**src/rtl/scale_matrix_sequencer.sv**
```systemverilog
// ---------------------------------------------------------------------------
// scale_matrix_sequencer
//
// Purpose:
//   Row-serial controller that time-shares one external scale_vector unit
//   across an R x C matrix. The controller accepts one matrix, then issues one
//   row per cycle to the vector unit. It collects the returned rows in issue
//   order and presents the assembled result matrix. Only one matrix is in
//   flight at a time.
//
// Parameters:
//   BITS        element width
//   R           matrix rows (>= 1)
//   C           matrix columns (vector length of the attached scale_vector)
//   VEC_LATENCY maximum scale_vector in_valid -> out_valid latency; sets the
//               length of the post-reset drain window
//
// Ports:
//   clk, rst           clock and synchronous active-high reset
//   in_valid/in_ready  matrix input handshake; a is sampled on accept
//   a                  input matrix, a[row][col]
//   out_valid/out_ready result handshake; c holds steady while out_valid
//   c                  result matrix, c[row][col]
//   vec_in_valid/vec_a row issue to scale_vector (vec_a is 0 when idle)
//   vec_out_valid/vec_c row return from scale_vector
//   err                sticky flag: a row came back with none outstanding
//   last_latency       accept -> out_valid cycle count of the last matrix
//
// Build option:
//   `define SCALE_MATRIX_SEQ_PERF_EN to build the latency counter; without it,
//   last_latency is tied to 0.
// ---------------------------------------------------------------------------
module scale_matrix_sequencer #(
   parameter int BITS        = 16,
   parameter int R           = 2,
   parameter int C           = 2,
   parameter int VEC_LATENCY = 4
) (
   input  logic                          clk,
   input  logic                          rst,
   input  logic                          in_valid,
   output logic                          in_ready,
   input  logic [R-1:0][C-1:0][BITS-1:0] a,
   output logic                          out_valid,
   input  logic                          out_ready,
   output logic [R-1:0][C-1:0][BITS-1:0] c,
   output logic                          vec_in_valid,
   output logic [C-1:0][BITS-1:0]        vec_a,
   input  logic                          vec_out_valid,
   input  logic [C-1:0][BITS-1:0]        vec_c,
   output logic                          err,
   output logic [15:0]                   last_latency
);

   localparam int RW = (R > 1) ? $clog2(R) : 1;
   localparam int DW = (VEC_LATENCY > 1) ? $clog2(VEC_LATENCY) : 1;
   localparam logic [RW-1:0] LAST_ROW   = RW'(R - 1);
   localparam logic [DW-1:0] DRAIN_LAST = DW'((VEC_LATENCY > 0) ? VEC_LATENCY - 1 : 0);

   typedef enum logic [2:0] {
      DRAIN = 3'd0,
      IDLE  = 3'd1,
      ISSUE = 3'd2,
      WAIT  = 3'd3,
      DONE  = 3'd4
   } state_t;

   state_t                          state_q;
   logic [DW-1:0]                   drain_cnt_q;
   logic [RW-1:0]                   iss_row_q;
   logic [RW-1:0]                   rx_row_q;
   logic                            err_q;
   logic [R-1:0][C-1:0][BITS-1:0]   a_buf_q;
   logic [R-1:0][C-1:0][BITS-1:0]   c_buf_q;

   logic accept;
   logic rx_ok;
   logic rx_spurious;
   logic rx_last;

   // Return classification. In ISSUE the row being issued this cycle already
   // counts as outstanding, so a zero-latency unit may return it in the same
   // cycle (rx_row <= iss_row). In WAIT every row has been issued and the
   // result set is incomplete, so any return is legitimate. DRAIN discards
   // returns silently; everywhere else a return is an error.
   always_comb begin
      accept = (state_q == IDLE) && in_valid;
      rx_ok  = 1'b0;
      if (vec_out_valid) begin
         if (state_q == WAIT) begin
            rx_ok = 1'b1;
         end else if (state_q == ISSUE) begin
            rx_ok = (rx_row_q <= iss_row_q);
         end
      end
      rx_spurious = vec_out_valid && (state_q != DRAIN) && !rx_ok;
      rx_last     = rx_ok && (rx_row_q == LAST_ROW);
   end

   // Control FSM, counters, error flag and result buffer. The result buffer
   // is reset because c must read 0 after reset.
   always_ff @(posedge clk) begin
      if (rst) begin
         state_q     <= DRAIN;
         drain_cnt_q <= '0;
         iss_row_q   <= '0;
         rx_row_q    <= '0;
         err_q       <= 1'b0;
         c_buf_q     <= '0;
      end else begin
         if (rx_spurious) begin
            err_q <= 1'b1;
         end
         if (rx_ok) begin
            c_buf_q[rx_row_q] <= vec_c;
            if (!rx_last) begin
               rx_row_q <= rx_row_q + RW'(1);
            end
         end
         case (state_q)
            DRAIN: begin
               if (drain_cnt_q == DRAIN_LAST) begin
                  state_q <= IDLE;
               end else begin
                  drain_cnt_q <= drain_cnt_q + DW'(1);
               end
            end
            IDLE: begin
               if (accept) begin
                  iss_row_q <= '0;
                  rx_row_q  <= '0;
                  state_q   <= ISSUE;
               end
            end
            ISSUE: begin
               // rx_last here implies iss_row is the last row, so issuing is
               // already complete when we jump straight to DONE.
               if (rx_last) begin
                  state_q <= DONE;
               end else if (iss_row_q == LAST_ROW) begin
                  state_q <= WAIT;
               end else begin
                  iss_row_q <= iss_row_q + RW'(1);
               end
            end
            WAIT: begin
               if (rx_last) begin
                  state_q <= DONE;
               end
            end
            DONE: begin
               if (out_ready) begin
                  state_q <= IDLE;
               end
            end
            default: state_q <= DRAIN;
         endcase
      end
   end

   // Input matrix buffer: pure data, only its load enable matters.
   always_ff @(posedge clk) begin
      if (accept) begin
         a_buf_q <= a;
      end
   end

   assign in_ready     = (state_q == IDLE);
   assign out_valid    = (state_q == DONE);
   assign vec_in_valid = (state_q == ISSUE);
   assign vec_a        = vec_in_valid ? a_buf_q[iss_row_q] : '0;
   assign c            = c_buf_q;
   assign err          = err_q;

`ifdef SCALE_MATRIX_SEQ_PERF_EN
   logic [15:0] perf_cnt_q;
   logic [15:0] last_lat_q;

   function automatic logic [15:0] sat_inc(input logic [15:0] v);
      return (v == 16'hFFFF) ? v : v + 16'd1;
   endfunction

   // The counter starts at 1 in the first cycle after accept, so the value
   // captured on the DONE transition equals accept -> out_valid distance.
   always_ff @(posedge clk) begin
      if (rst) begin
         perf_cnt_q <= '0;
         last_lat_q <= '0;
      end else begin
         if (accept) begin
            perf_cnt_q <= 16'd1;
         end else if ((state_q == ISSUE) || (state_q == WAIT)) begin
            perf_cnt_q <= sat_inc(perf_cnt_q);
         end
         if (rx_last) begin
            last_lat_q <= sat_inc(perf_cnt_q);
         end
      end
   end

   assign last_latency = last_lat_q;
`else
   assign last_latency = 16'd0;
`endif

endmodule
```
**config.mk**
```make
export PLATFORM = sky130hd
export DESIGN_NAME = scale_matrix_sequencer
export DESIGN_NICKNAME = d
export VERILOG_FILES = /design/src/rtl/scale_matrix_sequencer.sv
export SDC_FILE = /design/constraint.sdc
export NUM_CORES = 1
export LEC_CHECK = 0
export ABC_AREA = 1
export CORE_MARGIN = 8
export CORE_UTILIZATION = 35
export CTS_BUF_LIST = sky130_fd_sc_hd__clkbuf_4
export CTS_CLUSTER_DIAMETER = 200
export DETAILED_ROUTE_END_ITERATION = 12
export PLACE_DENSITY_LB_ADDON = 0.2
export SKIP_CTS_REPAIR_TIMING = 1
export SYNTH_ARGS = -nofsm -noshare
export SYNTH_HDL_FRONTEND = slang
export SYNTH_SLANG_ARGS = --single-unit
```
**constraint.sdc**
```tcl
create_clock -name clk -period 5.05 [get_ports clk]
set_input_delay 0.7575 -clock clk [delete_from_list [all_inputs] [get_ports clk]]
set_output_delay 0.7575 -clock clk [all_outputs]
set_load 0.1 [all_outputs]
```
==> results.py <==
metrics = {
    "status": {
        "run_status": "complete, no violations",
    },
    "critical_path": {
        "worstReg2RegStart": "state_q[1]",
        "cp-end-kind": "output port",
        "path_cells": "inv_1 > nand3_2 > a21oi_1 > clkdlybuf4s50_1",
        "slowest_stage": "sky130_fd_sc_hd__clkdlybuf4s50_1",
        "critPathMaxFanout": 34,
        "slowest_delay_ns": 1.19,
        "r2r.worst_path.cells": 6,
        "r2r-end": "c[3]",
        "r2r_slack_ns": 2.70,
        "cp_data_required_time_ns": 4.29,
        "critical_path_arrival_ns": 3.19,
        "timing.critical_path.from_type": "flip-flop",
        "critical_path_class": "flip-flop to output port",
    },
    "cts": {
        "clk_pin_slew_worst_paths_ns": 0.11,
        "ctsLongestPathBuffers": 2,
        "cts_tree": "yes",
        "cts_sinks": 136,
        "cts_max_level": 4,
        "cts_buffers": 17,
        "clockRootBuffer": "sky130_fd_sc_hd__clkbuf_4",
        "worst_skew_pair.late_latency_ns": 0.52,
    },
    "logic_synthesis": {
        "synthDistinctLibCells": 24,
        "synth_enable_flop_cells": 64,
        "synth_async_reset_ratio_pct": 0,
        "synth.top_cells.by_count": "138 x sky130_fd_sc_hd__nor2_1, 82 x sky130_fd_sc_hd__nand2_1, 72 x sky130_fd_sc_hd__dfxtp_1, 65 x sky130_fd_sc_hd__o21ai_0, 64 x sky130_fd_sc_hd__edfxtp_1",
        "postSynthCellCount": 532,
        "yosys.area.top_type": "sky130_fd_sc_hd__edfxtp_1",
        "synth-warning-count": 0,
        "synth.yosys.seq_area_share_pct": 65.37,
        "post-synth-top-count-cell": "sky130_fd_sc_hd__nor2_1",
        "netlist_area_sq_mm": 0.005145,
        "avgSynthCellArea_sq_um": 9.671,
        "synth_top_area_share_pct": 37.35,
        "yosys_register_bits": 136,
        "synth_area_leaders": "sky130_fd_sc_hd__edfxtp_1 37%, sky130_fd_sc_hd__dfxtp_1 28%, sky130_fd_sc_hd__nor2_1 10%",
        "ys.flop_type": "sky130_fd_sc_hd__dfxtp_1",
    },
    "worst_hold_path": {
        "hp-class": "flip-flop to flip-flop",
        "timing.hold.worst.start": "drain_cnt_q[0]",
        "holdPathEnd": "drain_cnt_q[0]",
        "whs_path_depth": 1,
    },
    "detailed_routing": {
        "drt_pass1_iterations": 4,
        "ant_nets": 0,
        "drcViolationCount": 0,
        "number_of_vias_after_detailed_routing": 4269,
        "average_detailed_routed_wire_length_per_instance_um": 16.54,
        "number_of_vias_per_cell_after_detailed_routing": 4.625,
        "detailedRoute.firstIterationViolations": 215,
        "finalWirelength_um": 15270,
    },
    "grt": {
        "antenna_found_initial": 0,
        "wire_length_of_the_first_global_routing_pass_um": 23150,
        "grt-ovfl-total": 0,
        "grt_max_degree": 65,
        "via_count_of_the_first_global_routing_pass": 4404,
        "groute.usage.overall_pct": 16.12,
    },
    "pwr": {
        "p_leak_nw": 2.705,
        "max_rail_drop_vdd_mv": 0.2308,
        "power_density_mw_per_mm2": 427.2,
    },
    "floorplan": {
        "num_io_pins": 217,
        "floorplan.initialDensity_pct": 35.67,
        "width_of_the_die_um": 137.2,
        "fp.dieH_um": 137.2,
        "design.die.area_sq_mm": 0.01883,
        "placementRows": 44,
        "core_area_sq_mm": 0.01442,
    },
    "run": {
        "maxCapViolCount": 0,
    },
    "place": {
        "numPortBuffers": 200,
        "placed_area_sq_mm": 0.007211,
        "detailed_place_hpwl_um": 11010,
        "dpl.cell_count": 891,
        "gp_routability_congestion": 0.8074,
    },
    "sta": {
        "worst_slew_pin_slew_ns": 1.042,
        "final.setup_skew_ns": 0.01688,
        "timing.final.crit_period_ns": 3.952,
        "fin_worst_hold_slack_ns": 0.4750,
        "finalHoldViolations": 0,
        "share_of_the_cycle_needed_by_the_critical_path_after_routing_pct": 78.25,
        "clock.fmax_ghz": 0.2530,
        "relSlewSlack_pct": 30.34,
        "rsz0062_at_grt": "false",
        "timing.final.setup_violations": 0,
        "slew_violations": 0,
        "finalSetupTns_ns": 0,
    },
    "cells_and_area": {
        "num-fill-cells": 1338,
        "finish.net_count": 828,
        "layout.cells.non_filler": 923,
        "layout-drive-gt1-share_pct": 5.683,
        "flow.area_growth_from_synthesis_pct": 45.38,
        "final_cell_area_sq_mm": 0.007480,
        "diodes": 0,
    },
}
worst max path at each step:
| stage | startpoint | endpoint | slack [ns] | cells past startpoint |
|---|---|---|---|---|
| after CTS | state_q[0] | vec_a[15] | 1.0 | 4 |
| final | state_q[0] | vec_a[19] | 1.10 | 4 |
| after floorplan | in_valid | a_buf_q[0] | 1.06 | 2 |
| after global placement | iss_row_q | vec_a[3] | 1.72 | 4 |
| after detailed placement | state_q[0] | vec_a[15] | 1.62 | 4 |
| after global routing | state_q[0] | vec_a[19] | 0.87 | 4 |
state kept, by name, summed over array words and instances, names as in the netlist:
| register | cells |
|---|---|
| drain_cnt_q | 2 |
| a_buf_q | 64 |
| rx_row_q | 1 |
| c | 64 |
| err | 1 |
| state_q | 3 |
| iss_row_q | 1 |
routing by layer:
metal	GRT usage [%]	wire (um)
met5	0	0
met4	6.457	293
met2	25.32	7002
met3	8.133	1787
met1	18.33	6182
critical path: cells and delay by family (launching register included):
family,cells,cell delay (ns)
buffers and inverters,2,1.33
AND/OR/NAND/NOR,1,0.55
AO/OA/AOI/OAI,1,0.38
flip-flops,1,0.41
placed cells by master (no fill, tap or decap), drive strengths merged:
| cell type | synthesis | layout |
|---|---|---|
| clkinv | 0 | 8 |
| dfxtp | 72 | 72 |
| clkinvlp | 0 | 4 |
| a21oi | 38 | 38 |
| bufinv | 0 | 2 |
| nor3 | 1 | 1 |
| clkbuf | 17 | 18 |
| nand2 | 82 | 82 |
| buf | 28 | 5 |
| ha | 1 | 1 |
| nor2 | 140 | 140 |
| conb | 1 | 16 |
| nand3b | 1 | 1 |
| inv | 14 | 14 |
| a31oi | 1 | 1 |
| nand3 | 4 | 4 |
| o21ai | 67 | 67 |
| clkdlybuf4s50 | 0 | 200 |
| a211oi | 1 | 1 |
| edfxtp | 64 | 64 |
area by class of cell:
class	instances	area, sq um	area share [%]
Timing Repair Buffer	205	2039	27.27
Clock buffer	18	135.1	1.807
Tap cell	184	230.2	3.078
Inverter	14	52.55	0.7026
Multi-Input combinational cell	352	1525	20.39
Sequential cell	136	3363	44.96
Clock inverter	14	133.9	1.790
cell families (layout without fill, tap and decap cells):
group           count (synthesis)  count (layout)  synth area share [%]
compound gates                107             107                 10.48
fa+ha+maj                       1               1                0.2432
buf+inv                        59             251                 6.226
flops                         136             136                 65.37
other cells                     1              16               0.07289
simple gates                  228             228                 17.61
per-stage QoR:
step           utilization, %  power [mW]  setup slack (ns)
2_1_floorplan               -       2.250             1.065
3_3_place_gp            49.99       2.526             1.724
3_5_place_dp            49.99       2.546             1.619
4_1_cts                 51.86       3.238            0.9954
5_1_grt                 51.86       3.358            0.8689
6_report                51.86       3.195             1.098
where the power goes:
group | total (mW) | internal (mW) | switching (mW) | leakage [nW]
Clock | 0.680 | 0.292 | 0.388 | 0.136
Combinational | 1.16 | 0.282 | 0.879 | 1.40
Sequential | 1.35 | 1.30 | 0.0538 | 1.16
No activity file was read; power rests on OpenSTA's default activity.
==> patch 1, RTL diff (same flow settings) <==
Encoding of `state_t`: now one-hot (5 bits for 5 states).
--- a/src/rtl/scale_matrix_sequencer.sv
+++ b/src/rtl/scale_matrix_sequencer.sv
@@ -57,12 +57,12 @@
    localparam logic [RW-1:0] LAST_ROW   = RW'(R - 1);
    localparam logic [DW-1:0] DRAIN_LAST = DW'((VEC_LATENCY > 0) ? VEC_LATENCY - 1 : 0);
 
-   typedef enum logic [2:0] {
-      DRAIN = 3'd0,
-      IDLE  = 3'd1,
-      ISSUE = 3'd2,
-      WAIT  = 3'd3,
-      DONE  = 3'd4
+   typedef enum logic [4:0] {
+      DRAIN = 5'b00001,
+      IDLE  = 5'b00010,
+      ISSUE = 5'b00100,
+      WAIT  = 5'b01000,
+      DONE  = 5'b10000
    } state_t;
 
    state_t                          state_q;
Function: no difference found for any inputs over 10 cycles, from zero or initial values and one cycle with rst high; not proved beyond that.
==> patch 1 against the unedited design <==
- cell area grew 2.8%
- fmax is 1.4% lower
- critical path depth is the same
- critical endpoint is now vec_a[3]
- synthesized cell count is 2.3% higher
- worst setup slack lost 0.057 ns
- wire length is 2.2% lower
- area after synthesis increased by 4.1%
- sequential cell count up 2
- count of clock-buffer cells in the layout stayed put
Power is not compared: it rests on default switching activity, and its combinational part moved more than twofold at a synthesized area within 25%.
==> patch 1: results (changes against the unedited design) <==
- Status: finished clean (unchanged).
- Dominant cells by area after synthesis: sky130_fd_sc_hd__edfxtp_1 (36%), sky130_fd_sc_hd__dfxtp_1 (28%), sky130_fd_sc_hd__a21oi_1 (9.4%) (was sky130_fd_sc_hd__edfxtp_1 (37%), sky130_fd_sc_hd__dfxtp_1 (28%), sky130_fd_sc_hd__nor2_1 (10%)).
- The number of different library cells in the post-synthesis netlist is 30 (was 24).
- The via count of the first global-routing pass is 4,351 (was 4,404).
- The final clock skew came to 0.00889 ns (was 0.0169 ns).
- The clock tree root buffer cell is sky130_fd_sc_hd__clkbuf_4 (unchanged).
- The cell area after placement is 7400 µm² (was 7210 µm²).
- The worst setup timing slack at the placement stage was 1.62 ns (about the same).
- The type of the tightest min-delay check is reg -> reg (unchanged).
- The via total after detailed routing is 4,348 (was 4,269).
- VDD sags by at most 0.155 mV.
- The total routing resource utilization after global routing is 0.150 (was 0.161).
- The sequential share of the synthesized area is 0.636 (was 0.654).
- The largest net degree at the start of global routing is 69 (was 65).
- The fraction of registers with async set or reset after synthesis came to 0 (unchanged).
- The clock-pin transition on the worst setup and hold timing paths is 0.11 ns (about the same).
- The arrival time at the worst endpoint is 3.25 ns (was 3.19 ns).
- The headroom to the max-slew limit is 0.279 (was 0.303).
- The yosys synthesis warning count was 0 (unchanged).
- The initial antenna violation count is 1 (was 0).
- The CTS H-tree depth is 4 (unchanged).
- The number of buffers inserted during clock tree synthesis is 17 (unchanged).
- The layout filler cell count was 1,387 (was 1,338).
- The first-pass GRT wire length came to 23.0 mm (was 23.1 mm).
- The average wire per standard cell is 16.0 µm (was 16.5 µm).
- The fraction of layout cells with a size suffix above 1 is 0.0589 (was 0.0568).
- The count of flip-flops with a built-in enable after synthesis was 64 (unchanged).
- The analysis attributes to cell leakage a power of 2.69 nW.
- The sum of net half-perimeters after detailed placement is 10.8 mm (was 11.0 mm).
- The largest driver fanout on the critical path is 34 (unchanged).
- The number of nets at the end of the flow is 836 (was 828).
- The count of final max-slew check failures came to 0 (unchanged).
- The number of synthesized register bits is 138 (was 136).
- The clock insertion delay at the later pin of the skew report was 0.52 ns (about the same).
- Post-synth top cells: sky130_fd_sc_hd__a21oi_1 (101), sky130_fd_sc_hd__inv_1 (80), sky130_fd_sc_hd__nand2_1 (79) (was sky130_fd_sc_hd__nor2_1 (138), sky130_fd_sc_hd__nand2_1 (82), sky130_fd_sc_hd__dfxtp_1 (72)).
- The starting DRC count in detailed routing is 237 (was 215).
- The maximum number of buffers from clock root to sink is 2 (unchanged).
- The detailed-router iteration count before antenna repair is 4 (unchanged).
- The final weighted congestion of routability-driven global placement is 0.811 (was 0.807).
- The number of input and output port buffers inserted is 200 (unchanged).
- The dominant register cell in the synthesized netlist is sky130_fd_sc_hd__dfxtp_1 (unchanged).
## patch 1: cell count changes after synthesis, moves of 2 or more
cell / unedited run / this run
sky130_fd_sc_hd__nor2_1: 138 / 8
sky130_fd_sc_hd__inv_1: 12 / 80
sky130_fd_sc_hd__a21oi_1: 38 / 101
sky130_fd_sc_hd__o21ai_1: 2 / 12
sky130_fd_sc_hd__o21ai_0: 65 / 56
sky130_fd_sc_hd__nand4_1: 0 / 5
sky130_fd_sc_hd__nand2_1: 82 / 79
sky130_fd_sc_hd__clkbuf_2: 0 / 2
sky130_fd_sc_hd__dfxtp_1: 72 / 74
sky130_fd_sc_hd__nand3_4: 0 / 2
## patch 1: path summary, 6_finish.rpt
path | startpoint | to | slack [ns] | cells after the start
worst max-delay path | state_q[0]$_SDFFE_PP1P_ | vec_a[3] | 1.04 | 4
worst min register to register | c[54]$_SDFFE_PP0P_ | c[54]$_SDFFE_PP0P_ | 0.45 | 2
worst max register to register | iss_row_q$_SDFFE_PP0P_ | c[36]$_SDFFE_PP0P_ | 2.45 | 8
worst min-delay path | c[54]$_SDFFE_PP0P_ | c[54]$_SDFFE_PP0P_ | 0.45 | 2
## patch 1: through the flow
step | std cells | util
floorplan | 559 | -
global placement | 903 | 0.491
detailed placement | 903 | 0.491
CTS | 935 | 0.510
global route | 936 | 0.510
finish | 936 | 0.510
## patch 1: report_power, final
part	leakage (nW)	total, mW	internal (mW)	switching, mW
clock	0.154	0.739	0.343	0.396
sequential	1.17	1.22	1.20	0.0145
combinational	1.36	0.265	0.103	0.162
## patch 1: critical path: stages (launching register included)
cell and delay (ns):
sky130_fd_sc_hd__dfxtp_1 0.37, sky130_fd_sc_hd__nor2_4 0.20, sky130_fd_sc_hd__nand3_2 0.56, sky130_fd_sc_hd__a21oi_1 0.39, sky130_fd_sc_hd__clkdlybuf4s50_1 1.19
## patch 1: final cells by class
cell class | instances | area share
multi-input combinational | 292 | 0.186
tap | 188 | 0.0306
clock buffer | 18 | 0.0176
antenna | 1 | 0.000325
sequential | 138 | 0.442
inverter | 82 | 0.0403
timing repair buffer | 203 | 0.263
clock inverter | 14 | 0.0198
## patch 1: routing by layer
| metal | part of all wire | vias to the layer above | GRT usage | wire [µm] |
|---|---|---|---|---|
| met1 | 0.38 | 2029 | 0.153 | 5680 |
| met4 | 0.024 | 0 | 0.0771 | 364 |
| met3 | 0.073 | 22 | 0.0537 | 1090 |
| li1 | - | 2154 | - | - |
| met5 | 0 | - | 0 | 0 |
| met2 | 0.52 | 143 | 0.266 | 7800 |
## patch 1: cell families after synthesis
family | after synthesis | share of synthesized area
adders and majority gates | 1 | 0.00234
buffers and inverters | 129 | 0.109
and+or+nand+nor | 103 | 0.0897
other | 1 | 0.000700
AOI/OAI and AO/OA | 172 | 0.162
DFF | 138 | 0.636
==> patch 2, RTL diff (config.mk and constraints unchanged) <==
Without the edit above. `BITS`: 16 -> 24.
--- a/src/rtl/scale_matrix_sequencer.sv
+++ b/src/rtl/scale_matrix_sequencer.sv
@@ -31,7 +31,7 @@
 //   last_latency is tied to 0.
 // ---------------------------------------------------------------------------
 module scale_matrix_sequencer #(
-   parameter int BITS        = 16,
+   parameter int BITS        = 24,
    parameter int R           = 2,
    parameter int C           = 2,
    parameter int VEC_LATENCY = 4
Interface: changed (resized a, c, vec_a and vec_c); port bits go from 217 to 313. No check against the original RTL was run, so the function may have changed too.
==> patch 2 against the unedited design <==
- non-clock buffer count is 97 higher
- first-iteration DRC count is 95% higher
- clock skew hardly changed
- total power is 40% higher
- cell area is 43% higher
- wire length is 52% higher
- sequential cell count is 64 higher
- area after synthesis is 45% higher
- count of clock-buffer cells in the layout stayed put
- worst setup slack better by 0.34 ns
- sequential power is 47% higher
- core utilization is 0.91 points lower
==> patch 2: results (changes against the unedited design) <==
- Status: finished clean (unchanged).
- The number of input and output port buffers inserted was 296 (was 200).
- The number of nets at the end of the flow is 1,181 (was 828).
- The clock insertion delay at the later pin of the skew report is 0.59 ns (was 0.52 ns).
- The worst hold margin is 0.481 ns (was 0.475 ns).
- The first-pass GRT wire length is 34.9 mm (was 23.1 mm).
- The via count of the first global-routing pass was 6,029 (was 4,404).
- Dominant cells by area after synthesis: sky130_fd_sc_hd__edfxtp_1 (39%), sky130_fd_sc_hd__dfxtp_1 (28%), sky130_fd_sc_hd__nor2_1 (10%) (was sky130_fd_sc_hd__edfxtp_1 (37%), sky130_fd_sc_hd__dfxtp_1 (28%), sky130_fd_sc_hd__nor2_1 (10%)).
- The sequential share of the synthesized area was 0.664 (was 0.654).
- The sum of net half-perimeters after detailed placement came to 16.1 mm (was 11.0 mm).
- The placed cell count was 1,287 (was 891).
- The initial antenna violation count came to 2 (was 0).
- The arrival time at the worst endpoint is 2.85 ns (was 3.19 ns).
- The fraction of layout cells with a size suffix above 1 came to 0.0977 (was 0.0568).
- The final clock skew is 0.0171 ns (was 0.0169 ns).
- The starting DRC count in detailed routing is 420 (was 215).
- The startpoint of the lowest-slack register-to-register path is state_q[2]$_SDFFE_PP0P_ (was state_q[1]$_SDFFE_PP0P_).
- The worst setup slack for register-to-register paths is 2.79 ns (was 2.70 ns).
- The cell area after placement is 10,400 µm² (was 7210 µm²).
- The static leakage power is 3.93 nW (was 2.71 nW).
- Post-synth top cells: sky130_fd_sc_hd__nor2_1 (202), sky130_fd_sc_hd__nand2_1 (111), sky130_fd_sc_hd__dfxtp_1 (104) (was sky130_fd_sc_hd__nor2_1 (138), sky130_fd_sc_hd__nand2_1 (82), sky130_fd_sc_hd__dfxtp_1 (72)).
- The worst setup timing slack at the placement stage is 1.95 ns (was 1.62 ns).
- The final weighted congestion of routability-driven global placement is 0.762 (was 0.807).
- The number of different library cells in the post-synthesis netlist is 28 (was 24).
- The clock-pin transition on the worst setup and hold timing paths is 0.16 ns (was 0.11 ns).
- The post-synthesis area per instance came to 9.88 µm² (was 9.67 µm²).
- The critical path's largest stage delay was 1.02 ns (was 1.19 ns).
- The average wire per standard cell is 17.5 µm (was 16.5 µm).
- The largest net degree at the start of global routing was 97 (was 65).
- The largest driver fanout on the critical path is 50 (was 34).
- The number of cells traversed by the worst register-to-register path is 7 (was 6).
- The count of flip-flops with a built-in enable after synthesis came to 96 (was 64).
- The slew at the pin closest to its max-slew limit came to 1.18 ns (was 1.04 ns).
- The worst ir drop on vdd is 0.208 mV (was 0.231 mV).
- The total routing resource utilization after global routing is 0.172 (was 0.161).
- The clock tree root buffer cell is sky130_fd_sc_hd__clkbuf_4 (unchanged).
- The post-detailed-route via-to-cell ratio is 4.60 (was 4.63).
- The reg-to-reg critical path endpoint is c[47]$_SDFFE_PP0P_ (was c[3]$_SDFFE_PP0P_).
==> patch 2: area by class of cell <==
cell class | instances | area [µm²]
diodes | 1 | 2.50
clock buffers | 18 | 135
clock inverters | 14 | 160
fillers | 1977 | 10300
inverters | 14 | 53.8
multi-input cells | 496 | 2150
flip-flops and latches | 200 | 4970
well taps | 275 | 344
repair buffers | 302 | 2900
==> patch 2: cell families after synthesis <==
family / after synthesis / share of synthesized area
compound gates: 155 / 0.104
other cells: 1 / 0.000501
buf+inv: 76 / 0.0584
fa+ha+maj: 1 / 0.00167
simple gates: 324 / 0.171
flops: 200 / 0.664
==> patch 2: power by group <==
| group | leakage (nW) | internal [mW] | switching [mW] | total [mW] |
|---|---|---|---|---|
| clock | 0.168 | 0.314 | 0.574 | 0.888 |
| combinational | 2.05 | 0.378 | 1.21 | 1.59 |
| sequential | 1.71 | 1.91 | 0.0835 | 1.99 |
| total | 3.93 | 2.60 | 1.87 | 4.47 |
==> patch 2: per-layer routing <==
| metal | up-vias | share of wire | GRT usage |
|---|---|---|---|
| met5 | - | 0.00056 | 0 |
| met4 | 2 | 0.024 | 0.0657 |
| met3 | 32 | 0.10 | 0.0772 |
| met2 | 235 | 0.46 | 0.278 |
| met1 | 2771 | 0.41 | 0.197 |
| li1 | 3026 | - | - |
==> patch 2: how the worst max path moves through the flow <==
stage | start | to | slack, ns | cells past startpoint
floorplan | in_valid | a_buf_q[0]$_DFFE_PP_ | 1.30 | 2
global placement | vec_out_valid | c[46]$_SDFFE_PP0P_ | 1.99 | 7
detailed placement | vec_out_valid | c[16]$_SDFFE_PP0P_ | 1.95 | 7
CTS | state_q[0]$_SDFFE_PP0P_ | vec_in_valid | 1.36 | 5
global route | state_q[0]$_SDFFE_PP0P_ | vec_in_valid | 1.23 | 5
finish | state_q[0]$_SDFFE_PP0P_ | vec_in_valid | 1.44 | 5
